`src/rtl/cpu_pkg.sv`:
```
// Shared types and defaults for the accumulator datapath.
// Build with CPU_DATAPATH_ROTATE_EN to enable the ALU rotate/swap modes.
package cpu_pkg;

   localparam int DEF_DATA_WIDTH    = 8;
   localparam int DEF_RF_ADDR_WIDTH = 3;

   typedef enum logic [1:0] {
      SEL_IMM = 2'b00,
      SEL_RF  = 2'b01,
      SEL_ALU = 2'b10,
      SEL_IN  = 2'b11
   } acc_sel_e;

   typedef enum logic [1:0] {
      ROT_NONE  = 2'b00,
      ROT_LEFT  = 2'b01,
      ROT_RIGHT = 2'b10,
      ROT_SWAP  = 2'b11
   } rot_e;

   typedef enum logic {
      ALU_ADD = 1'b0,
      ALU_SUB = 1'b1
   } alu_op_e;

endpackage

```
`src/rtl/cpu_datapath_if.sv`:
```
// Control strobes in and data/flags out between control_unit and datapath.
// master = control side, slave = datapath side.
interface cpu_datapath_if
   import cpu_pkg::*;
#(
   parameter int DATA_WIDTH    = DEF_DATA_WIDTH,
   parameter int RF_ADDR_WIDTH = DEF_RF_ADDR_WIDTH
);

   logic [DATA_WIDTH-1:0]    imm_data;
   logic [DATA_WIDTH-1:0]    data_in;
   logic [1:0]               mux_select;
   logic                     acc_enable;
   logic                     rf_write;
   logic [RF_ADDR_WIDTH-1:0] rf_address;
   logic                     alu_select;
   logic [1:0]               alu_rotate;
   logic                     output_enable;
   logic [DATA_WIDTH-1:0]    acc_out;
   logic [DATA_WIDTH-1:0]    out_data;
   logic                     out_valid;
   logic                     positive_flag;
   logic                     zero_flag;

   modport master (
      output imm_data, data_in, mux_select, acc_enable, rf_write,
      output rf_address, alu_select, alu_rotate, output_enable,
      input  acc_out, out_data, out_valid, positive_flag, zero_flag
   );

   modport slave (
      input  imm_data, data_in, mux_select, acc_enable, rf_write,
      input  rf_address, alu_select, alu_rotate, output_enable,
      output acc_out, out_data, out_valid, positive_flag, zero_flag
   );

endinterface

```
`src/rtl/cpu_alu.sv`:
```
// Combinational add/subtract ALU; rotate and nibble-swap modes exist only
// when CPU_DATAPATH_ROTATE_EN is defined.
module cpu_alu
   import cpu_pkg::*;
#(
   parameter int DATA_WIDTH = DEF_DATA_WIDTH
) (
   input  logic [DATA_WIDTH-1:0] acc,
   input  logic [DATA_WIDTH-1:0] operand,
   input  logic                  alu_select,
   input  logic [1:0]            alu_rotate,
   output logic [DATA_WIDTH-1:0] result
);

   localparam int HALF = DATA_WIDTH / 2;

   logic [DATA_WIDTH-1:0] arith;

   assign arith = (alu_select == ALU_SUB) ? acc - operand
                                          : acc + operand;

`ifdef CPU_DATAPATH_ROTATE_EN
   always_comb begin
      result = arith;
      unique case (alu_rotate)
         ROT_NONE:  result = arith;
         ROT_LEFT:  result = {acc[DATA_WIDTH-2:0], acc[DATA_WIDTH-1]};
         ROT_RIGHT: result = {acc[0], acc[DATA_WIDTH-1:1]};
         ROT_SWAP:  result = {acc[HALF-1:0], acc[DATA_WIDTH-1:HALF]};
         default:   result = arith;
      endcase
   end
`else
   logic unused_rotate;

   assign unused_rotate = ^alu_rotate;
   assign result        = arith;
`endif

endmodule

```
`src/rtl/cpu_datapath.sv`:
```
// Accumulator datapath: accumulator, 8-entry register file, output latch.
// CPU_DATAPATH_ROTATE_EN enables the ALU rotate modes (see cpu_alu).
module cpu_datapath
   import cpu_pkg::*;
#(
   parameter int DATA_WIDTH    = DEF_DATA_WIDTH,
   parameter int RF_ADDR_WIDTH = DEF_RF_ADDR_WIDTH
) (
   input logic            clock,
   input logic            reset,
   cpu_datapath_if.slave  bus
);

   localparam int DEPTH = 2 ** RF_ADDR_WIDTH;

   logic [DATA_WIDTH-1:0] acc;
   logic [DATA_WIDTH-1:0] rf [DEPTH];
   logic [DATA_WIDTH-1:0] rf_rd;
   logic [DATA_WIDTH-1:0] alu_res;
   logic [DATA_WIDTH-1:0] acc_next;
   logic [DATA_WIDTH-1:0] out_q;
   logic                  valid_q;

   assign rf_rd = rf[bus.rf_address];

   cpu_alu #(
      .DATA_WIDTH (DATA_WIDTH)
   ) u_alu (
      .acc        (acc),
      .operand    (rf_rd),
      .alu_select (bus.alu_select),
      .alu_rotate (bus.alu_rotate),
      .result     (alu_res)
   );

   always_comb begin
      acc_next = acc;
      unique case (bus.mux_select)
         SEL_IMM: acc_next = bus.imm_data;
         SEL_RF:  acc_next = rf_rd;
         SEL_ALU: acc_next = alu_res;
         SEL_IN:  acc_next = bus.data_in;
         default: acc_next = acc;
      endcase
   end

   // All writes sample the pre-edge accumulator and rf contents.
   always_ff @(posedge clock or negedge reset) begin
      if (!reset) begin
         acc     <= '0;
         out_q   <= '0;
         valid_q <= 1'b0;
         for (int i = 0; i < DEPTH; i++) begin
            rf[i] <= '0;
         end
      end else begin
         if (bus.acc_enable) begin
            acc <= acc_next;
         end
         if (bus.rf_write) begin
            rf[bus.rf_address] <= acc;
         end
         if (bus.output_enable) begin
            out_q <= acc;
         end
         valid_q <= bus.output_enable;
      end
   end

   assign bus.acc_out       = acc;
   assign bus.out_data      = out_q;
   assign bus.out_valid     = valid_q;
   assign bus.zero_flag     = (acc == '0);
   assign bus.positive_flag = !acc[DATA_WIDTH-1] && (acc != '0);

endmodule

```
`src/flat_wrapper.sv`:
```
// flat-port wrapper written by rule: the top's interface ports become plain ports
module cpu_datapath_flat import cpu_pkg::*;
#(
   parameter int DATA_WIDTH    = DEF_DATA_WIDTH,
   parameter int RF_ADDR_WIDTH = DEF_RF_ADDR_WIDTH
)
  (clock, reset, bus_imm_data, bus_data_in, bus_mux_select, bus_acc_enable, bus_rf_write, bus_rf_address, bus_alu_select, bus_alu_rotate, bus_output_enable, bus_acc_out, bus_out_data, bus_out_valid, bus_positive_flag, bus_zero_flag);
  cpu_datapath_if #(.DATA_WIDTH(DATA_WIDTH), .RF_ADDR_WIDTH(RF_ADDR_WIDTH)) bus_i ();
  input logic clock;
  input logic reset;
  input wire logic [$bits(bus_i.imm_data)-1:0] bus_imm_data;
  input wire logic [$bits(bus_i.data_in)-1:0] bus_data_in;
  input wire logic [$bits(bus_i.mux_select)-1:0] bus_mux_select;
  input wire logic [$bits(bus_i.acc_enable)-1:0] bus_acc_enable;
  input wire logic [$bits(bus_i.rf_write)-1:0] bus_rf_write;
  input wire logic [$bits(bus_i.rf_address)-1:0] bus_rf_address;
  input wire logic [$bits(bus_i.alu_select)-1:0] bus_alu_select;
  input wire logic [$bits(bus_i.alu_rotate)-1:0] bus_alu_rotate;
  input wire logic [$bits(bus_i.output_enable)-1:0] bus_output_enable;
  output wire logic [$bits(bus_i.acc_out)-1:0] bus_acc_out;
  output wire logic [$bits(bus_i.out_data)-1:0] bus_out_data;
  output wire logic [$bits(bus_i.out_valid)-1:0] bus_out_valid;
  output wire logic [$bits(bus_i.positive_flag)-1:0] bus_positive_flag;
  output wire logic [$bits(bus_i.zero_flag)-1:0] bus_zero_flag;
  assign bus_i.imm_data = bus_imm_data;
  assign bus_i.data_in = bus_data_in;
  assign bus_i.mux_select = bus_mux_select;
  assign bus_i.acc_enable = bus_acc_enable;
  assign bus_i.rf_write = bus_rf_write;
  assign bus_i.rf_address = bus_rf_address;
  assign bus_i.alu_select = bus_alu_select;
  assign bus_i.alu_rotate = bus_alu_rotate;
  assign bus_i.output_enable = bus_output_enable;
  assign bus_acc_out = bus_i.acc_out;
  assign bus_out_data = bus_i.out_data;
  assign bus_out_valid = bus_i.out_valid;
  assign bus_positive_flag = bus_i.positive_flag;
  assign bus_zero_flag = bus_i.zero_flag;
  cpu_datapath #(.DATA_WIDTH(DATA_WIDTH), .RF_ADDR_WIDTH(RF_ADDR_WIDTH)) u_core (.clock(clock), .reset(reset), .bus(bus_i));
endmodule
```
`config.mk`:
```
export PLATFORM = sky130hd
export DESIGN_NAME = cpu_datapath_flat
export DESIGN_NICKNAME = d
export VERILOG_FILES = /design/src/rtl/cpu_pkg.sv /design/src/rtl/cpu_datapath_if.sv /design/src/rtl/cpu_alu.sv /design/src/rtl/cpu_datapath.sv /design/src/flat_wrapper.sv
export SDC_FILE = /design/constraint.sdc
export NUM_CORES = 1
export LEC_CHECK = 0
export ABC_AREA = 0
export BUFFER_PORTS_ARGS = -buffer_cell sky130_fd_sc_hd__buf_2
export CORE_MARGIN = 2
export CORE_UTILIZATION = 44
export CTS_CLUSTER_DIAMETER = 100
export CTS_CLUSTER_SIZE = 28
export DETAILED_ROUTE_END_ITERATION = 6
export SYNTH_ARGS = -nofsm -noshare
export SYNTH_HDL_FRONTEND = slang
export SYNTH_SLANG_ARGS = --single-unit
```
`constraint.sdc`:
```
create_clock -name clock -period 4.3 [get_ports clock]
set_input_delay 0.43 -clock clock [delete_from_list [all_inputs] [get_ports clock]]
set_output_delay 0.43 -clock clock [all_outputs]
set_load 0.03 [all_outputs]
```
Yosys cells after proc, flatten, opt, wreduce, memory -nomap -nowiden
Index checks and enable logic that the tools add are counted.

cells by class
  bitwise gates (word level) = 1
  $add $sub $neg = 2
  equal/unequal tests = 3
  mux-type cells = 8
  magnitude comparators = 2
  reduce and logical (&&, ||, !) cells = 6

operators with widths
  kind                                                                           number
  64-bit bitwise mux                                                             1
  8-bit two-way mux                                                              4
  8-bit one-hot mux with 4 select lines                                          1
  8-bit binary-select mux with 3-bit select                                      1
  8-bit demux with 3-bit select                                                  1
  8-bit adder                                                                    1
  8-bit logical NOT                                                              1
  8-bit nonzero test                                                             1
  8-bit subtractor                                                               1
  2-bit equality test (second input constant)                                    2
  4-bit greater-or-equal comparator (second input constant)                      1
  4-bit by 1-bit less-than comparator with 1-bit output (second input constant)  1
  3-bit inverter with 4-bit output                                               1
  2-bit by 1-bit equality test with 1-bit output (second input constant)         1
  1-bit logical AND                                                              2
  2-bit logical NOT                                                              1
  1-bit logical NOT                                                              1

storage, ports and cells
  bits in registers = 81

Longest topological paths before layout
  word-level depth = 7
  depth in mapped cells = 19
  gate-level depth less buffers = 17

Cells and area by module
Synthesis repeated with hierarchy kept, for this count alone.

second synthesis, totals
  cells, all modules = 359
  area total of the unflattened synthesis = 4347.9 µm²

modules (own cells, without submodules)
  module        area each (µm²)  instances  sequential area each (µm²)  cells each
  cpu_datapath  3881.2           1          2026.9                      298
  cpu_alu       466.7            1          0.0                         61

Worst setup path before layout
OpenSTA, ideal clock, no wires.

  path kind = input-to-reg
  from = in bus_rf_address[1]
  to = reg u_core.acc[5] (netlist: u_core.bus.acc_out[5])
  data arrival time = 3655 ps
  setup slack = 520 ps
  library setup time = 125 ps
  cell stages on the path = 19
  buffers on the path = 2
  cell sequence = clkbuf_8 > buf_2 > mux4_2 > nand2_1 > nand2_1 > inv_1 > ha_1 > nor2_1 > a21oi_1 > inv_1 > ha_1 > nor2b_1 > o21ai_0 > nand2b_1 > a21o_1 > a21o_1 > xor2_1 > mux4_2 > mux2_2

between the ends
  cells in the longest elaborated chain, start to end = 7

ends and longest elaborated chain
  what                                                        line                          RTL
  from (decl)                                                 flat_wrapper.sv:16            input wire logic [$bits(bus_i.rf_address)-1:0] bus_rf_address;
  3-bit inverter with 4-bit output (not written as such) (*)  cpu_datapath.sv:24            assign rf_rd = rf[bus.rf_address];
  8-bit binary-select mux with 3-bit select (*)               cpu_datapath.sv:24
  8-bit two-way mux (not written as such) (*) (2 in series)   cpu_datapath.sv:24
  8-bit adder or 8-bit subtractor (tied branches)             cpu_alu.sv:20, cpu_alu.sv:19
  8-bit two-way mux                                           cpu_alu.sv:19                 assign arith = (alu_select == ALU_SUB) ? acc - operand
  8-bit one-hot mux with 4 select lines (*)                   cpu_datapath.sv:38            unique case (bus.mux_select)
  to (signal assigned)                                        cpu_datapath.sv:58            acc <= acc_next;
  to (decl)                                                   cpu_datapath.sv:16            logic [DATA_WIDTH-1:0] acc;

Every way passes the cells marked *; elsewhere a longest branch is shown, timed or not. The select of a mux whose other input is x is not followed.
A chain may end at the register's enable or synchronous reset.

Worst setup path in the final report
  from = reg u_core.rf[1] (netlist name)
  to = reg u_core.acc[6] (netlist: u_core.bus.acc_out[6])

between the ends
  cells in the longest elaborated chain, start to end = 6

ends and longest elaborated chain
  what                                                       line                          RTL
  from (decl)                                                cpu_datapath.sv:17            logic [DATA_WIDTH-1:0] rf [DEPTH];
  from (signal, indexed assignment)                          cpu_datapath.sv:54            rf[i] <= '0;
  from (signal, indexed assignment)                          cpu_datapath.sv:61            rf[bus.rf_address] <= acc;
  8-bit binary-select mux with 3-bit select (*)              cpu_datapath.sv:24
  8-bit two-way mux (not written as such) (*) (2 in series)  cpu_datapath.sv:24
  8-bit adder or 8-bit subtractor (tied branches)            cpu_alu.sv:20, cpu_alu.sv:19
  8-bit two-way mux (*)                                      cpu_alu.sv:19
  8-bit one-hot mux with 4 select lines (*)                  cpu_datapath.sv:38

Marks and branches as above.

==> key figures <==
Run status
  • Status: finished clean

Detailed routing
  • First-pass DRT Iterations: 4
  • Antenna Nets Post-Route: 0
  • Total number of vias: ~3000
  • Drt drc: 0
  • DR WL/cell: around 18 um
  • Via/cell ratio: 5.56
  • DRT Wirelength: 9740 um
  • Initial DRC Count: roughly 180

Critical path
  • Worst Path Arrival: between 3 and 4 ns
  • Worst setup path category: reg -> reg
  • Reg-to-Reg Start: u_core.rf[1]
  • R2R cell count: 13
  • CP Launch Type: flop
  • CP max FO: 3
  • R2R setup slack: approximately 0.58 ns
  • RR Endpoint: u_core.bus.acc_out[6]
  • WP data required: ~4.5 ns
  • Crit. End Element: flop

GRT
  • Total grt overflow: 0
  • Pin count of the biggest net entering global routing: just over 80
  • GR Util All Layers: 19.3%
  • Vias in the first global route: approximately 3000
  • Antenna violations before repair: 0
  • First-pass GRT wire length: 16200 um

Synth
  • Share of flip-flops with an asynchronous set or reset: 100%
  • Area contributors post-synth: dfrtp_1 (46%), mux2_2 (19%), mux4_2 (6.2%)
  • Top-area cell type share of the netlist area: roughly 46%
  • Synthesis Warnings: 0
  • Area leader, netlist: dfrtp_1
  • Ys flop type: dfrtp_1
  • FF+latch count, synth: 81
  • Synth cell types: between 40 and 50
  • Synthesized Nets: between 300 and 400
  • Synthesized area: between 4000 and 5000 um^2
  • EDFF count, synth: 0
  • Average footprint of a synthesized cell: roughly 12 um^2
  • Register area share after synthesis: 46.4%
  • Syn Inst Count: between 300 and 400

Clocking
  • Maximum level of the CTS H-tree: 3
  • Clk root buf: clkbuf_8
  • CTS tree: yes
  • CTS buffer count: 9
  • Post-CTS setup buffer count: 0
  • Hold Buf Count CTS: 0
  • Worst skew pair latency: 0.35 ns
  • Post-CTS Resized: 0
  • Clk slew on worst S/H paths: roughly 0.090 ns
  • Longest Clk Path Bufs: 2
  • CTS Sinks: 81

STA
  • Final Cycle Share: between 80 and 90%
  • RSZ-0062 raised after global routing: no
  • Worst Clk Skew: 0.00418 ns
  • F_max: 0.269 GHz
  • Minimum clock period: around 3.7 ns
  • TNS Setup: 0 ns
  • Slew Viols, Final: 0
  • Worst relative slew slack: between 30% and 40%
  • Final Setup Violations: 0
  • Hold Violations, Final: 0
  • Slew @ Worst Pin: 1.01 ns

Finish
  • # fillers: 898
  • Commonest non-fill, non-tap cells in the layout: dfrtp_1 (81), mux2_2 (72), buf_2 (44)
  • Area Growth Syn to Fin: 11.9%
  • Share of cells above drive strength 1: between 30% and 40%
  • # nets final: 434
  • Most common cell after layout, fill and taps aside: dfrtp_1
  • Register area: ~2000 um^2
  • Footprint of the multi-input gates: 2150 um^2
  • Design Area, Final: a little under 5000 um^2
  • # diodes: 0

Power and ir drop
  • Leakage Power: approximately 2.2 nW
  • Worst vdd ir: between 0.2 and 0.3 mV
  • Pwr Density: 693 nW/um^2

Place
  • Port bufs: 45
  • Dpl hpwl: 6770 um
  • Routability cong.: around 0.80
  • Placed standard-cell area: between 4000 and 5000 um^2

Hold path
  • Hold Path Class: in -> async

Die
  • Die area: between 10000 and 15000 um^2
  • Row count: 36
  • Area of the core: 9730 um^2
  • I/O pin count: 48
  • Die Y: between 100 and 150 um
  • Initial core utilization: 44.9%
  • Chip Width: between 100 and 150 um

Job
  • MaxCap Viol Count: 0
[sequential cells by signal, summed over array words and instances, names as in the netlist]
signal                cells
u_core.rf                64
u_core.bus.out_data       8
u_core.bus.out_valid      1
u_core.bus.acc_out        8
[logic make-up (layout without fill, tap and decap cells)]
group                      Yosys count  in the layout  synth area share [%]
buffers and inverters               37             83                  4.61
DFF                                 81             81                  46.4
xor gates and xnor gates            13             13                  2.61
and+or+nand+nor                     58             58                  6.53
AOI/OAI and AO/OA                   59             59                  8.82
adders and majority gates            9              9                  2.75
muxes                               98             98                  28.3
[power by group]
group | total (mW) | switching (mW) | internal [mW]
logic | 1.38 | 0.656 | 0.727
clock network | 0.579 | 0.299 | 0.281
registers | 1.43 | 0.320 | 1.11
[worst max-delay path: stages (launching register included)]
cell and delay [ns]:
dfrtp_1 0.39, mux4_2 0.49, or3_1 0.36, a2111o_1 0.44, nand2_1 0.11, xor2_1 0.16, ha_1 0.28, o21ai_0 0.09
nand2b_1 0.11, a21o_1 0.18, a21oi_1 0.16, xnor2_1 0.10, mux4_2 0.46, mux2_2 0.28
[Yosys cell counts (2+ instances only)]
cell type	number
mux4_2	12
nand2b_1	2
xor2_1	6
a211oi_1	3
clkbuf_1	15
a21oi_1	9
nor3_1	6
nand4_1	2
mux2_2	72
ha_1	8
dfrtp_1	81
xnor2_1	7
o21ai_0	20
clkbuf_8	5
nor2_1	13
mux2i_1	13
nand2_1	17
o22ai_1	4
a221oi_1	4
a31oi_1	2
inv_1	13
o211ai_1	5
or4_1	2
a22oi_1	2
a21o_1	4
nand3_1	5
nor2b_1	3
[area by class of cell]
cell class | instances | area share, %
clock buffers | 9 | 2.53
clock inverters | 7 | 1.74
inverters | 14 | 1.07
multi-input cells | 237 | 43.9
flip-flops and latches | 81 | 41.5
well taps | 133 | 3.40
repair buffers | 53 | 5.89
[how the worst max path moves through the flow]
| stage | startpoint | slack, ns | depth (start not counted) | end |
|---|---|---|---|---|
| global placement | bus_rf_address[1] | 0.26 | 16 | u_core.bus.acc_out[5] |
| CTS | u_core.rf[41] | 0.58 | 15 | u_core.bus.acc_out[5] |
| floorplan | bus_rf_address[1] | 0.52 | 19 | u_core.bus.acc_out[5] |
| finish | u_core.rf[1] | 0.58 | 13 | u_core.bus.acc_out[6] |
| global route | u_core.rf[41] | 0.29 | 15 | u_core.bus.acc_out[5] |
| detailed placement | bus_rf_address[1] | 0.22 | 16 | u_core.bus.acc_out[5] |
[per-stage QoR]
stage | power, mW | utilization, % | hold slack, ns | worst slack (ns) | instances
6_report | 3.39 | 50.3 | 0.220 | 0.576 | 534
3_3_place_gp | 2.79 | 48.1 | 0.466 | 0.264 | 518
2_1_floorplan | 2.45 | - | 0.134 | 0.520 | 355
4_1_cts | 3.43 | 50.3 | 0.281 | 0.579 | 534
5_1_grt | 3.65 | 50.3 | 0.271 | 0.293 | 534
3_5_place_dp | 2.84 | 48.1 | 0.472 | 0.216 | 518
[routing by layer]
metal  part of all wire (%)  wire length [um]  GRT usage (%)  up-vias
li1                       -                 -              -     1389
met1                     46              4470           26.6     1508
met2                     48              4710           31.1       60
met3                    4.6               449           3.65       10
met4                    1.0               100           5.50        0
met5                      0                 0              0        -
No activity file was read; power rests on OpenSTA's default activity.
